[src/rtl/core_pkg.sv]
// Shared definitions for the 8-bit core: widths, fetch FSM states and the
// opcode map that the decoder consumes.
package core_pkg;
  localparam int PC_W    = 8;
  localparam int PC_LAST = 4;
  localparam int CNT_W   = 16;

  localparam logic [7:0] NOP_INSTR = 8'h00;

  typedef enum logic [1:0] {
    BOOT   = 2'd0,
    RUN    = 2'd1,
    HALTED = 2'd2
  } fetch_state_e;

  // Upper nibble of an instruction selects the operation.
  localparam logic [3:0] OP_NOP = 4'h0;
  localparam logic [3:0] OP_ADD = 4'h1;
  localparam logic [3:0] OP_SUB = 4'h2;
  localparam logic [3:0] OP_AND = 4'h3;
  localparam logic [3:0] OP_OR  = 4'h4;
  localparam logic [3:0] OP_LDI = 4'h7;
  localparam logic [3:0] OP_LD  = 4'hB;
  localparam logic [3:0] OP_ST  = 4'hD;
  localparam logic [3:0] OP_JMP = 4'hE;
  localparam logic [3:0] OP_HLT = 4'hF;
endpackage

[src/rtl/fetch_next_pc.sv]
// Next-PC select: sequential advance with explicit wrap at PC_LAST, or a
// range-checked redirect that falls back to 0 and raises an error pulse.
module fetch_next_pc #(
  parameter int PC_W    = core_pkg::PC_W,
  parameter int PC_LAST = core_pkg::PC_LAST
) (
  input  logic [PC_W-1:0] pc_i,
  input  logic            advance_i,
  input  logic            redirect_i,
  input  logic [PC_W-1:0] redirect_pc_i,
  output logic [PC_W-1:0] next_pc_o,
  output logic            err_o
);
  localparam logic [PC_W-1:0] LAST_PC = PC_W'(PC_LAST);

  logic [PC_W-1:0] seq_pc;

  assign seq_pc = (pc_i == LAST_PC) ? '0 : pc_i + PC_W'(1);

  always_comb begin
    next_pc_o = pc_i;
    err_o     = 1'b0;
    if (redirect_i) begin
      if (redirect_pc_i <= LAST_PC) begin
        next_pc_o = redirect_pc_i;
      end else begin
        next_pc_o = '0;
        err_o     = 1'b1;
      end
    end else if (advance_i) begin
      next_pc_o = seq_pc;
    end
  end
endmodule

[src/rtl/fetch_unit.sv]
// Instruction-fetch stage: owns the PC, fills the IF/ID register and runs the
// BOOT/RUN/HALTED control FSM plus a saturating delivered-instruction counter.
module fetch_unit
  import core_pkg::*;
#(
  parameter int PC_W    = core_pkg::PC_W,
  parameter int PC_LAST = core_pkg::PC_LAST,
  parameter int CNT_W   = core_pkg::CNT_W
) (
  input  logic             clk,
  input  logic             reset,
  input  logic             stall,
  input  logic             redirect_valid,
  input  logic [PC_W-1:0]  redirect_pc,
  input  logic             halt_req,
  input  logic             resume,
  input  logic [7:0]       instr_in,
  output logic [PC_W-1:0]  pc_out,
  output logic [7:0]       ifid_instr,
  output logic [PC_W-1:0]  ifid_pc,
  output logic             ifid_valid,
  output logic             halted,
  output logic             redirect_err,
  output logic [CNT_W-1:0] fetch_count,
  output logic [1:0]       fsm_state
);
  fetch_state_e     state_q, state_d;
  logic [PC_W-1:0]  pc_q, pc_d;
  logic [7:0]       instr_q, instr_d;
  logic [PC_W-1:0]  ifpc_q, ifpc_d;
  logic             valid_q, valid_d;
  logic             err_q, err_d;
  logic [CNT_W-1:0] cnt_q, cnt_d;

  logic redirect_en, advance, err_pulse;

  // BOOT ignores every input, so redirects only take effect once running.
  assign redirect_en = redirect_valid && (state_q != BOOT);
  assign advance     = (state_q == RUN) && !stall && !redirect_valid;

  fetch_next_pc #(
    .PC_W    (PC_W),
    .PC_LAST (PC_LAST)
  ) u_next_pc (
    .pc_i          (pc_q),
    .advance_i     (advance),
    .redirect_i    (redirect_en),
    .redirect_pc_i (redirect_pc),
    .next_pc_o     (pc_d),
    .err_o         (err_pulse)
  );

  always_comb begin
    state_d = state_q;
    instr_d = instr_q;
    ifpc_d  = ifpc_q;
    valid_d = valid_q;
    cnt_d   = cnt_q;
    err_d   = err_q | err_pulse;
    case (state_q)
      BOOT: begin
        state_d = RUN;
        valid_d = 1'b0;
      end
      RUN: begin
        if (redirect_valid) begin
          instr_d = NOP_INSTR;
          ifpc_d  = pc_q;
          valid_d = 1'b0;
        end else begin
          if (!stall) begin
            instr_d = instr_in;
            ifpc_d  = pc_q;
            valid_d = 1'b1;
            if (~&cnt_q) cnt_d = cnt_q + CNT_W'(1);
          end
          if (halt_req) state_d = HALTED;
        end
      end
      HALTED: begin
        valid_d = 1'b0;
        if (resume) state_d = RUN;
      end
      default: state_d = BOOT;
    endcase
  end

  always_ff @(posedge clk or posedge reset) begin
    if (reset) begin
      state_q <= BOOT;
      pc_q    <= '0;
      instr_q <= NOP_INSTR;
      ifpc_q  <= '0;
      valid_q <= 1'b0;
      err_q   <= 1'b0;
      cnt_q   <= '0;
    end else begin
      state_q <= state_d;
      pc_q    <= pc_d;
      instr_q <= instr_d;
      ifpc_q  <= ifpc_d;
      valid_q <= valid_d;
      err_q   <= err_d;
      cnt_q   <= cnt_d;
    end
  end

  assign pc_out       = pc_q;
  assign ifid_instr   = instr_q;
  assign ifid_pc      = ifpc_q;
  assign ifid_valid   = valid_q;
  assign halted       = (state_q == HALTED);
  assign redirect_err = err_q;
  assign fetch_count  = cnt_q;
  assign fsm_state    = state_q;
endmodule
[config.mk]
export PLATFORM = sky130hd
export DESIGN_NAME = fetch_unit
export DESIGN_NICKNAME = d
export VERILOG_FILES = /design/src/rtl/core_pkg.sv /design/src/rtl/fetch_next_pc.sv /design/src/rtl/fetch_unit.sv
export SDC_FILE = /design/constraint.sdc
export NUM_CORES = 1
export LEC_CHECK = 0
export CAP_MARGIN = 20
export CORE_ASPECT_RATIO = 1.25
export CORE_MARGIN = 2
export CORE_UTILIZATION = 41
export CTS_CLUSTER_DIAMETER = 40
export DETAILED_ROUTE_END_ITERATION = 10
export PLACE_DENSITY = 0.73
export SYNTH_ARGS = -nofsm -noshare
export SYNTH_HDL_FRONTEND = slang
export SYNTH_HIERARCHICAL = 1
export SYNTH_SLANG_ARGS = --single-unit
[constraint.sdc]
create_clock -name clk -period 2.15 [get_ports clk]
set_input_delay 0.43 -clock clk [delete_from_list [all_inputs] [get_ports clk]]
set_output_delay 0.43 -clock clk [all_outputs]
set_load 0.01 [all_outputs]
### After elaboration in Yosys (flattened, before gate mapping)

Cells that the tools add are included.

* add/sub/neg operators: 2
* $lt $le $gt $ge: 1
* bitwise gates (word level): 4
* muxes and demuxes: 17
* reductions and logical operators: 15
* equal/unequal tests: 8

Operators by type and width (number)
* $mux W8: 8
* $add A16 B1 Y16 const B: 1
* $reduce_and A16 Y1: 1
* $add A8 B1 Y8 const B: 1
* $eq A8 B3 Y1 const B: 1
* $le A8 B3 Y1 const B: 1
* $mux W2: 3
* $ne A2 B2 Y1 const B: 3
* $pmux W2 S3: 1
* $reduce_bool A2 Y1: 3
* $mux W1: 4
* $reduce_and A2 Y1: 2
* $reduce_and A4 Y1: 1
* $logic_and A1 B1 Y1: 3
* $ne A3 B3 Y1 const B: 1
* $not A1 Y1: 3
* $reduce_and A3 Y1: 1
* $eq A2 B1 Y1 const B: 1
* $eq A2 B2 Y1 const B: 1
* $logic_not A1 Y1: 2
* $logic_not A2 Y1: 1
* $ne A2 B1 Y1 const B: 1
* $pmux W1 S2: 1
* $reduce_or A2 Y1: 1
* $or A1 B1 Y1: 1

* logic and storage cells: 54
* register bits after elaboration: 44
* bits of input ports: 22
* output and inout bits: 45

### Longest topological paths before layout

* depth in word-level cells: 5
* gate-level depth with buffers: 6
* mapped depth without buffers: 5

### Cells and area by module

Netlist, hierarchy kept.

Modules (own cells, without submodules)
* fetch_unit: seq. area each 1101.1 µm², cells an instance 128, instances 1, area an instance 1759.2 µm²
* fetch_next_pc: seq. area each 0.0 µm², cells an instance 47, instances 1, area an instance 315.3 µm²

### Least setup slack after synthesis

OpenSTA, ideal clock, no wires.

* path type: reg2reg
* start: register state_q[1], in the netlist fsm_state[1]
* end: register pc_q[5], in the netlist pc_out[5]
* arrival time: 2.004 ns
* stages on the path, launching flop included: 7
* required time: 2.073 ns
* period minus slack after synthesis: 2.081 ns
* setup slack: 0.069 ns
* library setup time: 0.077 ns
* path buffers: 2
* path through: dfrtp_1 > nor4b_4 > clkbuf_1 > buf_2 > nand4_2 > or3_1 > a21oi_1

* longest elaborated chain between the ends: 4
* elaborated cells between the ends (all ways): 7
* those cells by class: eq/ne (1); mux (1); reduce/logical (5)

Ends and longest elaborated chain
* start: declaration: RTL line fetch_unit.sv:27 `fetch_state_e state_q, state_d;`
* start signal: assignment: RTL line fetch_unit.sv:98 `state_q <= state_d;`
* $eq A2 B1 Y1: RTL line fetch_unit.sv:39 `assign advance = (state_q == RUN) && !stall && !redirect_valid;`
* $logic_and A1 B1 Y1 (2 in series): RTL line fetch_unit.sv:39
* via advance: RTL line fetch_unit.sv:35 `logic redirect_en, advance, err_pulse;`
* $reduce_bool A2 Y1 (no line)
* end signal: assignment: RTL line fetch_unit.sv:99 `pc_q <= pc_d;`
* end: declaration: RTL line fetch_unit.sv:28 `logic [PC_W-1:0] pc_q, pc_d;`

The timed path passes the listed nets, and every way through them passes these cells.
A chain may end at the register's enable or synchronous reset.

### Worst setup path in the final report

* start: register state_q[1], in the netlist fsm_state[1]
* end: output halted

* longest elaborated chain between the ends: 1

Ends and longest elaborated chain
* $eq A2 B2 Y1: RTL line fetch_unit.sv:112 `assign halted = (state_q == HALTED);`
* end: declaration: RTL line fetch_unit.sv:22 `output logic halted,`

Every way passes these cells.

==> run metrics <==
static leakage=1.34 nW; status=finished, final reports clean; total CTS buffers=5; Comb power frac=26.3%; Fin Clk Skew=between 0.006 and 0.007 ns; final hold slack=0.477 ns; top-area cell type share of the netlist area=53.1%; PwrDens=a little under 700 mW/mm²; GRT Util Overall=around 17%; Synth top cells by count=dfrtp_1 (44), xor2_1 (17), nor2_1 (12); Primary FF master, synth=dfrtp_1; clk sinks=44; internal power=approximately 1.5 mW; slowest CP cell=clkdlybuf4s50_1; Starting Density=a little over two fifths; max incr delay on CP=about 0.57 ns; TritonCTS clock tree=done; Post-Route WL=between 4000 and 5000 µm; H-tree depth=2; peak supply drop=between 0.3 and 0.4 mV; 1st-pass router iterations=4; max-slew violation count=0; fin crit share=between 90% and 100%; clock network fraction of design power=a little under a quarter; asr flop ratio synth=100%; global route total overflow=0; mux contribution to synthesized area=under 10%; CP endpoint kind=primary output; Initial DRC Count=about 140; EDFF count, synth=0; #FFs+latches synth=44; Syn Inst Count=between 150 and 200; Seq/Total Area, Yosys=53.1%; placed cell count=around 310; antenna cells=0; vias in the first global route=1632; hold crit path type=reg2reg; Finish-stage setup viols=0; final worst path period need=about 2 ns; Top delay family on crit path=buffers and inverters; area share of fa/ha/maj cells after synthesis=roughly 1.8%; Finished Layout Cells=~320; crit start category=register; Setup CP Type=reg2out; Reg clk slew, reported paths=0.07 ns; fraction of layout cells with a size suffix above 1=between 10% and 20%; Worst-Margin Slew=between 0.6 and 0.7 ns; CP Data Required Time=approximately 1.7 ns; most common cell in the netlist=dfrtp_1; Worst-Skew Late Latency=~0.29 ns; hold_buf cts=0; # IOs=67; max cap viols=0; leading area contributor after synthesis=dfrtp_1; part of the power in registers=between 50% and 60%; Layout area overhead=42.2%; via count=approximately 1700; Mapped Area=0.00207 mm²; # nets final=280; M1 GR Usage=between 20% and 30%; switching power=a little under 0.6 mW; Worst Path Max Fanout=7; RSZ-0062 raised after global routing=no; simple-gate share of the synthesized area=roughly a fifth; global-route wire length before repair=between 7000 and 8000 µm; CP startpoint=fsm_state[1]; Sw Ratio=~29%; drt via density=around 5.3; post-DP HPWL=about 3300 µm; largest net degree at the start of global routing=45; Max Clk Rate=507 MHz; Hold Vio Cnt, Final=0; DRT antenna net count=0; max_slew headroom=between 50% and 60%; hold wc startpoint=redirect_err; Synth Area in Compound Gates=between 10% and 20%; antenna violations before repair=0; Die Y=about 84 µm; post-CTS sizing=0; Rows=28; post-synthesis cell type count=between 40 and 50; Placer Congestion=roughly 0.77; WP buf/inv=1; CTS Buffer Depth=2; Critical R2R Launch=fetch_count[0]; DIE AREA=0.00565 mm²; worst-path cell chain=nor2b_1 > clkdlybuf4s50_1; arrival time worst endpoint=about 1.5 ns; global-route track usage on met2=28.0%; synth warn=6; root buf cell=clkbuf_8; largest family of logic cells by synthesized area=simple AND/OR/NAND/NOR gates; Synth Area per Inst=11.9 µm²; # Post-CTS Setup Buffers=0; Horiz. Die Dim=67.6 µm; xor/xnor cell area share of the yosys netlist=under 10%; grt peak-use layer=met2; Core ar.=0.00480 mm²; GR Util met3=under 10%; DRC viols=0; PortBufs=66; top cells by area, synth=dfrtp_1 (53%), xor2_1 (7.2%), mux2_2 (4.3%), a22o_1 (3.4%), nand4_1 (2.4%); drt wl/cell=about 14 µm; Net Count, Synth=200
[through the flow]
| step | power, mW | cell area [µm²] | TNS (ns) | worst slack, ns | utilization (%) |
|---|---|---|---|---|---|
| after floorplan | 1.28 | 2070 | 0 | 0.0685 | - |
| after global placement | 1.58 | 2870 | 0 | 0.0628 | 59.8 |
| after detailed placement | 1.60 | 2870 | -0.0487 | -0.0301 | 59.8 |
| after CTS | 2.08 | 2950 | 0 | 0.166 | 61.4 |
| after global routing | 2.17 | 2950 | 0 | 0.0767 | 61.4 |
| final | 2.05 | 2950 | 0 | 0.180 | 61.4 |
[flip-flops by register name, summed over array words and instances (netlist names)]
name / flops
ifid_instr: 8
ifid_valid: 1
fetch_count: 16
fsm_state: 2
redirect_err: 1
ifid_pc: 8
pc_out: 8
[metal layers]
layer | share of wire (%) | wire length [µm] | vias to the layer above
met5 | 0 | 0 | -
met4 | 0.83 | 38 | 0
met3 | 5.8 | 263 | 4
met2 | 50 | 2270 | 53
met1 | 43 | 1980 | 825
li1 | - | - | 799
[cell type report]
class,count,area (µm²)
Clock buffer,6,72.6
Timing Repair Buffer,76,736
Inverter,6,22.5
Multi-Input combinational cell,122,937
Sequential cell,44,1100
Clock inverter,1,5.00
Fill cell,410,1850
Tap cell,60,75.1
[power groups by stage]
| stage | logic [mW] | clock network (mW) | registers, mW |
|---|---|---|---|
| global placement | 0.530 | 0 | 1.05 |
| global route | 0.588 | 0.531 | 1.05 |
| CTS | 0.547 | 0.503 | 1.03 |
| floorplan | 0.205 | 0 | 1.07 |
| finish | 0.538 | 0.478 | 1.03 |
| detailed placement | 0.547 | 0 | 1.05 |
[cell usage in the layout, fill, tap and decap left out, types with 5 or more instances in the layout]
cell type / netlist / routed
a22o_1: 8 / 8
buf_4: 0 / 10
clkbuf_8: 0 / 5
clkdlybuf4s50_1: 0 / 66
dfrtp_1: 44 / 44
inv_1: 6 / 5
mux2_2: 8 / 8
nand2_1: 7 / 7
nand4_1: 8 / 8
nor2_1: 12 / 12
nor3_1: 6 / 6
xor2_1: 17 / 17
[worst paths after layout]
check,slack (ns),end,cells after the start
worst min register to register,0.48,redirect_err,1
worst max-delay path,0.18,halted,2
worst max register to register,0.30,fetch_count[1],4
min in group asynchronous,0.59,ifid_instr[2],3
worst min-delay path,0.48,redirect_err,1
max in group asynchronous,1.17,redirect_err,3
[kinds of logic (layout without fill, tap and decap cells)]
family	Yosys count	after routing
multiplexers	9	9
buffers and inverters	9	89
adder cells (fa/ha/maj)	3	3
flip-flops	44	44
AO/OA/AOI/OAI	26	26
XOR/XNOR	18	18
AND/OR/NAND/NOR	66	66
No activity file was read; power rests on OpenSTA's default activity.
